## src/rtl/button_repeat_conditioner.sv

```systemverilog
// ============================================================================
// button_repeat_conditioner: sync + debounce a pushbutton, emit press/release
// pulses, enable the refresh counter while held and auto-repeat on its tick.
// Revision: 1.0
// ============================================================================
`default_nettype none

module button_repeat_conditioner #(
  parameter int SYNC_STAGES        = 2,
  parameter int DEBOUNCE_CYCLES    = 500000,
  parameter int REPEAT_DELAY_TICKS = 2
) (
  input  logic clk,
  input  logic rst,
  input  logic btn_raw,
  input  logic tick_in,
  output logic btn_level,
  output logic hold_en,
  output logic press_pulse,
  output logic repeat_pulse,
  output logic release_pulse
);

  localparam int CW = $clog2(DEBOUNCE_CYCLES + 1);
  localparam int TW = $clog2(REPEAT_DELAY_TICKS + 1);

  typedef enum logic [1:0] {
    S_IDLE   = 2'd0,
    S_HELD   = 2'd1,
    S_REPEAT = 2'd2
  } state_t;

  logic [SYNC_STAGES-1:0] r_sync;
  logic [CW-1:0]          r_cnt;
  logic                   r_level;
  state_t                 r_state;
  logic [TW-1:0]          r_tcnt;
  logic                   r_hold_en;
  logic                   r_press;
  logic                   r_repeat;
  logic                   r_release;

  logic w_sync;
  logic w_toggle;
  logic w_rise;
  logic w_fall;

  assign w_sync   = r_sync[SYNC_STAGES-1];
  assign w_toggle = (w_sync != r_level) && (r_cnt == CW'(DEBOUNCE_CYCLES - 1));
  assign w_rise   = w_toggle & w_sync;
  assign w_fall   = w_toggle & ~w_sync;

  always_ff @(posedge clk or negedge rst) begin
    if (!rst) begin
      r_sync <= '0;
    end else begin
      r_sync <= {r_sync[SYNC_STAGES-2:0], btn_raw};
    end
  end

  // Any disagreement that does not persist for the full window restarts the count.
  always_ff @(posedge clk or negedge rst) begin
    if (!rst) begin
      r_cnt   <= '0;
      r_level <= 1'b0;
    end else if (w_sync == r_level) begin
      r_cnt <= '0;
    end else if (w_toggle) begin
      r_cnt   <= '0;
      r_level <= w_sync;
    end else begin
      r_cnt <= r_cnt + CW'(1);
    end
  end

  always_ff @(posedge clk or negedge rst) begin
    if (!rst) begin
      r_state   <= S_IDLE;
      r_tcnt    <= '0;
      r_hold_en <= 1'b0;
      r_press   <= 1'b0;
      r_repeat  <= 1'b0;
      r_release <= 1'b0;
    end else begin
      r_press   <= 1'b0;
      r_repeat  <= 1'b0;
      r_release <= 1'b0;
      case (r_state)
        S_IDLE: begin
          if (w_rise) begin
            r_state   <= S_HELD;
            r_tcnt    <= '0;
            r_hold_en <= 1'b1;
            r_press   <= 1'b1;
          end
        end
        S_HELD: begin
          if (w_fall) begin
            r_state   <= S_IDLE;
            r_tcnt    <= '0;
            r_hold_en <= 1'b0;
            r_release <= 1'b1;
          end else if (tick_in && !r_press) begin
            // The tick that completes the delay only arms repeating.
            if (r_tcnt == TW'(REPEAT_DELAY_TICKS - 1)) begin
              r_state <= S_REPEAT;
              r_tcnt  <= TW'(REPEAT_DELAY_TICKS);
            end else begin
              r_tcnt <= r_tcnt + TW'(1);
            end
          end
        end
        S_REPEAT: begin
          if (w_fall) begin
            r_state   <= S_IDLE;
            r_tcnt    <= '0;
            r_hold_en <= 1'b0;
            r_release <= 1'b1;
          end else if (tick_in) begin
            r_repeat <= 1'b1;
          end
        end
        default: begin
          r_state   <= S_IDLE;
          r_tcnt    <= '0;
          r_hold_en <= 1'b0;
        end
      endcase
    end
  end

  assign btn_level     = r_level;
  assign hold_en       = r_hold_en;
  assign press_pulse   = r_press;
  assign repeat_pulse  = r_repeat;
  assign release_pulse = r_release;

endmodule

`default_nettype wire
```

## config.mk

```make
export PLATFORM = sky130hd
export DESIGN_NAME = button_repeat_conditioner
export DESIGN_NICKNAME = d
export VERILOG_FILES = /design/src/rtl/button_repeat_conditioner.sv
export SDC_FILE = /design/constraint.sdc
export NUM_CORES = 1
export LEC_CHECK = 0
export CORE_ASPECT_RATIO = 2
export CORE_MARGIN = 3
export CORE_UTILIZATION = 58
export DETAILED_ROUTE_END_ITERATION = 12
export GPL_TIMING_DRIVEN = 0
export MAX_ROUTING_LAYER = met4
export PLACE_DENSITY = 0.78
export SETUP_SLACK_MARGIN = 0.3
export SYNTH_ARGS = -nofsm -noshare
export SYNTH_HDL_FRONTEND = slang
export SYNTH_SLANG_ARGS = --single-unit
```

## constraint.sdc

```tcl
create_clock -name clk -period 2.05 [get_ports clk]
set_input_delay 0.3075 -clock clk [delete_from_list [all_inputs] [get_ports clk]]
set_output_delay 0.3075 -clock clk [all_outputs]
set_load 0.02 [all_outputs]
```

; ---- After elaboration in Yosys (flattened, before gate mapping)
; Cells that the tools add are included.
[word_totals]
regBits = 30
input_bits = 4
out_inout_bits = 5
wordCells = 58
[classes]
add_sub_neg = 2
n_eq_ne = 11
mux = 23
bitwise = 4
n_reduce_logical = 9
[ops]
columns = op, n
row1 = two-way mux 19 bit, 2
row2 = adder 19 x 1 -> 19 bit (second input constant), 1
row3 = equality test 19 bit (second input constant), 1
row4 = two-way mux 2 bit, 9
row5 = case mux 2 bit (3 select lines), 2
row6 = two-way mux 1 bit, 9
row7 = inequality test 3 bit (second input constant), 2
row8 = equality test 2 x 1 -> 1 bit (second input constant), 2
row9 = inequality test 2 bit (second input constant), 2
row10 = AND reduction 2 bit, 2
row11 = AND reduction 4 bit, 1
row12 = AND reduction 3 bit, 1
row13 = adder 2 x 1 -> 2 bit (second input constant), 1
row14 = bitwise AND 1 bit, 2
row15 = equality test 2 bit (second input constant), 1
row16 = logical AND 1 bit, 2
row17 = logical NOT 2 bit, 1
row18 = inequality test 2 x 1 -> 1 bit (second input constant), 1
row19 = inverter 1 bit, 2
row20 = case mux 1 bit (2 select lines), 1
row21 = OR reduction 2 bit, 1
row22 = equality test 1 bit, 1
row23 = logical NOT 1 bit, 1
row24 = inequality test 1 bit, 1

; ---- Depth between registers and ports, before layout
[logic_depth]
depth_word = 5
mapped_depth = 8

; ---- Worst setup path before layout
; No wires, ideal clock.
[synth_path]
path_kind = register -> register
startpoint = register r_cnt[0]
endpoint = register r_tcnt[0]
setup_ps = 125
arrival_ps = 1629
t_required_ps = 1925
setup_slack_ps = 296
path_stages_with_launch = 7
cell_sequence = dfrtp_1 > ha_1 > nand3_1 > nor4_4 > a32oi_1 > nand2_1 > mux2_2
[synth_between]
elab_chain_cells = 5
word_cells_on_any_way = 10
classes_between = eq/ne: 4 / mux: 2 / bitwise: 2 / reduce/logical: 2
[synth_rtl]
columns = element, line_no
row1 = start: declaration, 34  ; logic [CW-1:0] r_cnt;
row2 = start signal: assignment, 72  ; r_cnt <= r_cnt + CW'(1);
row3 = equality test 19 bit (*), 49  ; assign w_toggle = (w_sync != r_level) && (r_cnt == CW'(DEBOUNCE_CYCLES - 1));
row4 = logical AND 1 bit (*), 49
row5 = "bitwise AND 1 bit, on equally long branches", "51, 50"
row6 = "inequality test 3 bit (no source line), or another cell as far along", -
row7 = AND reduction 3 bit (no source line) or case mux 2 bit (3 select lines) (tied branches), -
row8 = end signal: assignment, 107  ; r_tcnt <= TW'(REPEAT_DELAY_TICKS);
row9 = end signal: assignment, 109  ; r_tcnt <= r_tcnt + TW'(1);
row10 = end: declaration, 37  ; logic [TW-1:0] r_tcnt;
; Mark *: on every way between the ends. The rest lies on a longest branch, timed or not.
; A chain may end at the register's enable or synchronous reset.

; ---- Final worst setup path
[layout_path]
startpoint = register r_cnt[14]
endpoint = register r_tcnt[0]
; The elaborated chain is that of the path after synthesis.

==> flow_summary.yaml <==
route:
  wl_per_cell_um: 16.93
  num_vias: 1266
  firstDrtPassIters: 4
  wirelength_mm: 3.555
  drt_iter0_markers: 52
  ant_nets: 0
  vias_per_cell: 6.029
  drc: 0
critical_path:
  crit_fanout: 4
  crit_arrival_ns: 2.02
  r2r_setup_slack_ns: 0.21
  critPathKind: "flip-flop to flip-flop"
  endpoint_kind: "flip-flop"
  crit_path_start_kind: "flip-flop"
  reg2reg_from: "r_cnt[14]"
  reg2reg_depth: 5
  required_ns: 2.22
  r2r-end: "r_tcnt[0]"
layout:
  fillers: 162
  drive_gt1_share_pct: 32.97
  final_cell_mix: "dfrtp_1 (25), nor2_1 (16), nand2_1 (11), buf_4 (11)"
  finalNetCount: 190
  antennaDiodeCount: 0
  final_common_cell: "dfrtp_1"
  area_delta_synth_final_pct: 31.08
  final_cells: 210
die:
  start_util_pct: 60.61
  core_area_um2: 2570
  fp.dieH_um: 79.29
  std_cell_rows: 26
  dieWidth_um: 42.65
  ioPinCount: 9
  die-area_um2: 3381
status:
  status: "finished, final reports clean"
sta:
  drv_slew: 0
  fin_crit_ns: 1.843
  slew_headroom_pct: 57.09
  holdWs_ns: 0.04099
  timing_hold_violations_final: 0
  setup_viol: 0
  clock-skew-final_ns: 0.01214
  tightestPinTransition_ns: 0.6437
  finalWorstSetupSlack_ns: 0.2071
  clock.fmax_mhz: 542.6
  post-route-period-util_pct: 89.90
  rsz0062_at_grt: "true"
  setup_tns_ns: 0
logic_synthesis:
  syn_nets: 163
  syn_area_um2: 1558
  yosys.area.top_type: "dfrtp_1"
  synth_top_area_share_pct: 48.19
  ys_seq_area_share_pct: 48.19
  synthDistinctLibCells: 39
  synth_cells: 154
  ys_ff_latch: 30
  ys.warnings.count: 0
  synthTopCellsByArea: "dfrtp_1 (48%), nor2_1 (6.0%), xnor2_1 (5.1%)"
  synth_area_per_cell_um2: 10.12
clock_network:
  numClockSinks: 30
  cts_buffers: 5
  root_buffer: "clkbuf_8"
  clk_latency_ns: 0.28
  clk_pin_slew_ns: 0.07
  postCtsHoldBufs: 0
  htreeDepth: 2
  cts_tree: "done"
  cts_buffer_depth: 2
global_routing:
  antenna_found_initial: 0
  grt_use_met3_pct: 5.669
  grt_usage_pct: 22.47
  grt-ovfl-total: 0
  first_global_vias: 1300
  grt_pass1_wl_mm: 5.451
  gr-max-usage-layer: "met2"
  grt_use_met2_pct: 40.66
  grt_max_degree: 31
  grt.met1_usage_pct: 19.40
run:
  maxCapViolCount: 0
place:
  dp_slack_ns: -0.05397
  port_buffers: 8
  place_hpwl_mm: 2.411
  place.gp.congestion: 0.8902
  dp.cells: 190
power_and_ir_drop:
  p_per_area_nw_per_um2: 683.5
  leakage_nw: 0.8452
  post-layout-total-power_w: 0.001396
  ir_worst_vdd_v: 0.0005783
worst_hold_path:
  hold_path_class: "input port to async pin"
cell type report:
type	instances	area, µm²	area share (%)
multi-input cells	112	902.1	44.18
inverters	8	30.03	1.471
plain buffers	4	40.04	1.961
well taps	28	35.03	1.716
clock buffers	6	82.58	4.044
clock inverters	2	12.51	0.6127
flip-flops and latches	30	757.0	37.07
repair buffers	20	182.7	8.946
per-layer routing:
metal  routed length [µm]  up-vias
met1                 1219      632
met2                 2109       32
li1                     -      588
met5                    0        -
met4                  115        0
met3                  110       14
sequential cells by signal (all words and copies together) (netlist names):
name	cells
btn_level	1
release_pulse	1
hold_en	1
r_cnt	19
repeat_pulse	1
r_sync	2
r_state	2
r_tcnt	2
press_pulse	1
report_power, final:
| part | total (W) | internal (W) | leakage (nW) | switching, W |
|---|---|---|---|---|
| Combinational | 0.000259 | 0.000109 | 0.394 | 0.000150 |
| Sequential | 0.000640 | 0.000618 | 0.404 | 0.0000222 |
| Clock | 0.000496 | 0.000269 | 0.0472 | 0.000227 |
cell families after synthesis:
family / after synthesis / synth area share (%)
DFF: 30 / 48.19
buffers and inverters: 12 / 3.856
adders and majority gates: 5 / 4.016
xor gates and xnor gates: 18 / 10.12
AOI/OAI and AO/OA: 14 / 6.668
and+or+nand+nor: 73 / 25.70
muxes: 2 / 1.446
synthesized netlist by cell type (all sizes together):
master and number:
dfrtp 30, nor2 25, nand2 13, xnor2 9, xor2 9, inv 8
nand3 7, ha 5, nand4 5, nor3 5, and4 4, and3 3
a21oi 2, buf 2, clkbuf 2, mux2 2, nand2b 2, nor4 2
nor4b 2, or4b 2, a211oi 1, a21boi 1, a21o 1, a22o 1
a31o 1, a32oi 1, nand3b 1, nand4bb 1, nor2b 1, o21a 1
o21ai 1, o22ai 1, o2bb2a 1, o2bb2ai 1, o31ai 1
worst max-delay path by stage:
stage                    from          to  slack (ns)  cells past startpoint
floorplan           btn_level   r_tcnt[0]        0.32                      5
detailed placement   r_cnt[9]  r_state[0]       -0.05                      5
global route        r_cnt[14]   r_tcnt[0]        0.14                      5
finish              r_cnt[14]   r_tcnt[0]        0.21                      5
CTS                  r_cnt[6]   r_tcnt[0]        0.21                      5
global placement     r_cnt[9]  r_state[0]        0.09                      5
timing repair:
| action | 4_1_cts | 5_1_grt |
|---|---|---|
| buffers inserted | 3 | 8 |
| gates cloned | 0 | 1 |
| endpoints found under the setup margin | 27 | 19 |
| pin swaps | 5 | 7 |
| gates resized for setup | 12 | 30 |
per-stage QoR:
stage	utilization [%]	instance area, µm²
after floorplan	-	1558
after global placement	65.09	1673
after detailed placement	65.09	1673
after CTS	72.30	1858
after global routing	79.45	2042
final	79.45	2042
critical path: stages (launching register included):
cell and delay, ns:
dfrtp_1 0.41, nand4bb_4 0.26, nor4_4 0.38, nand4_1 0.22, nand2_2 0.13, mux2_2 0.34
Power figures use the tool's default switching activity.
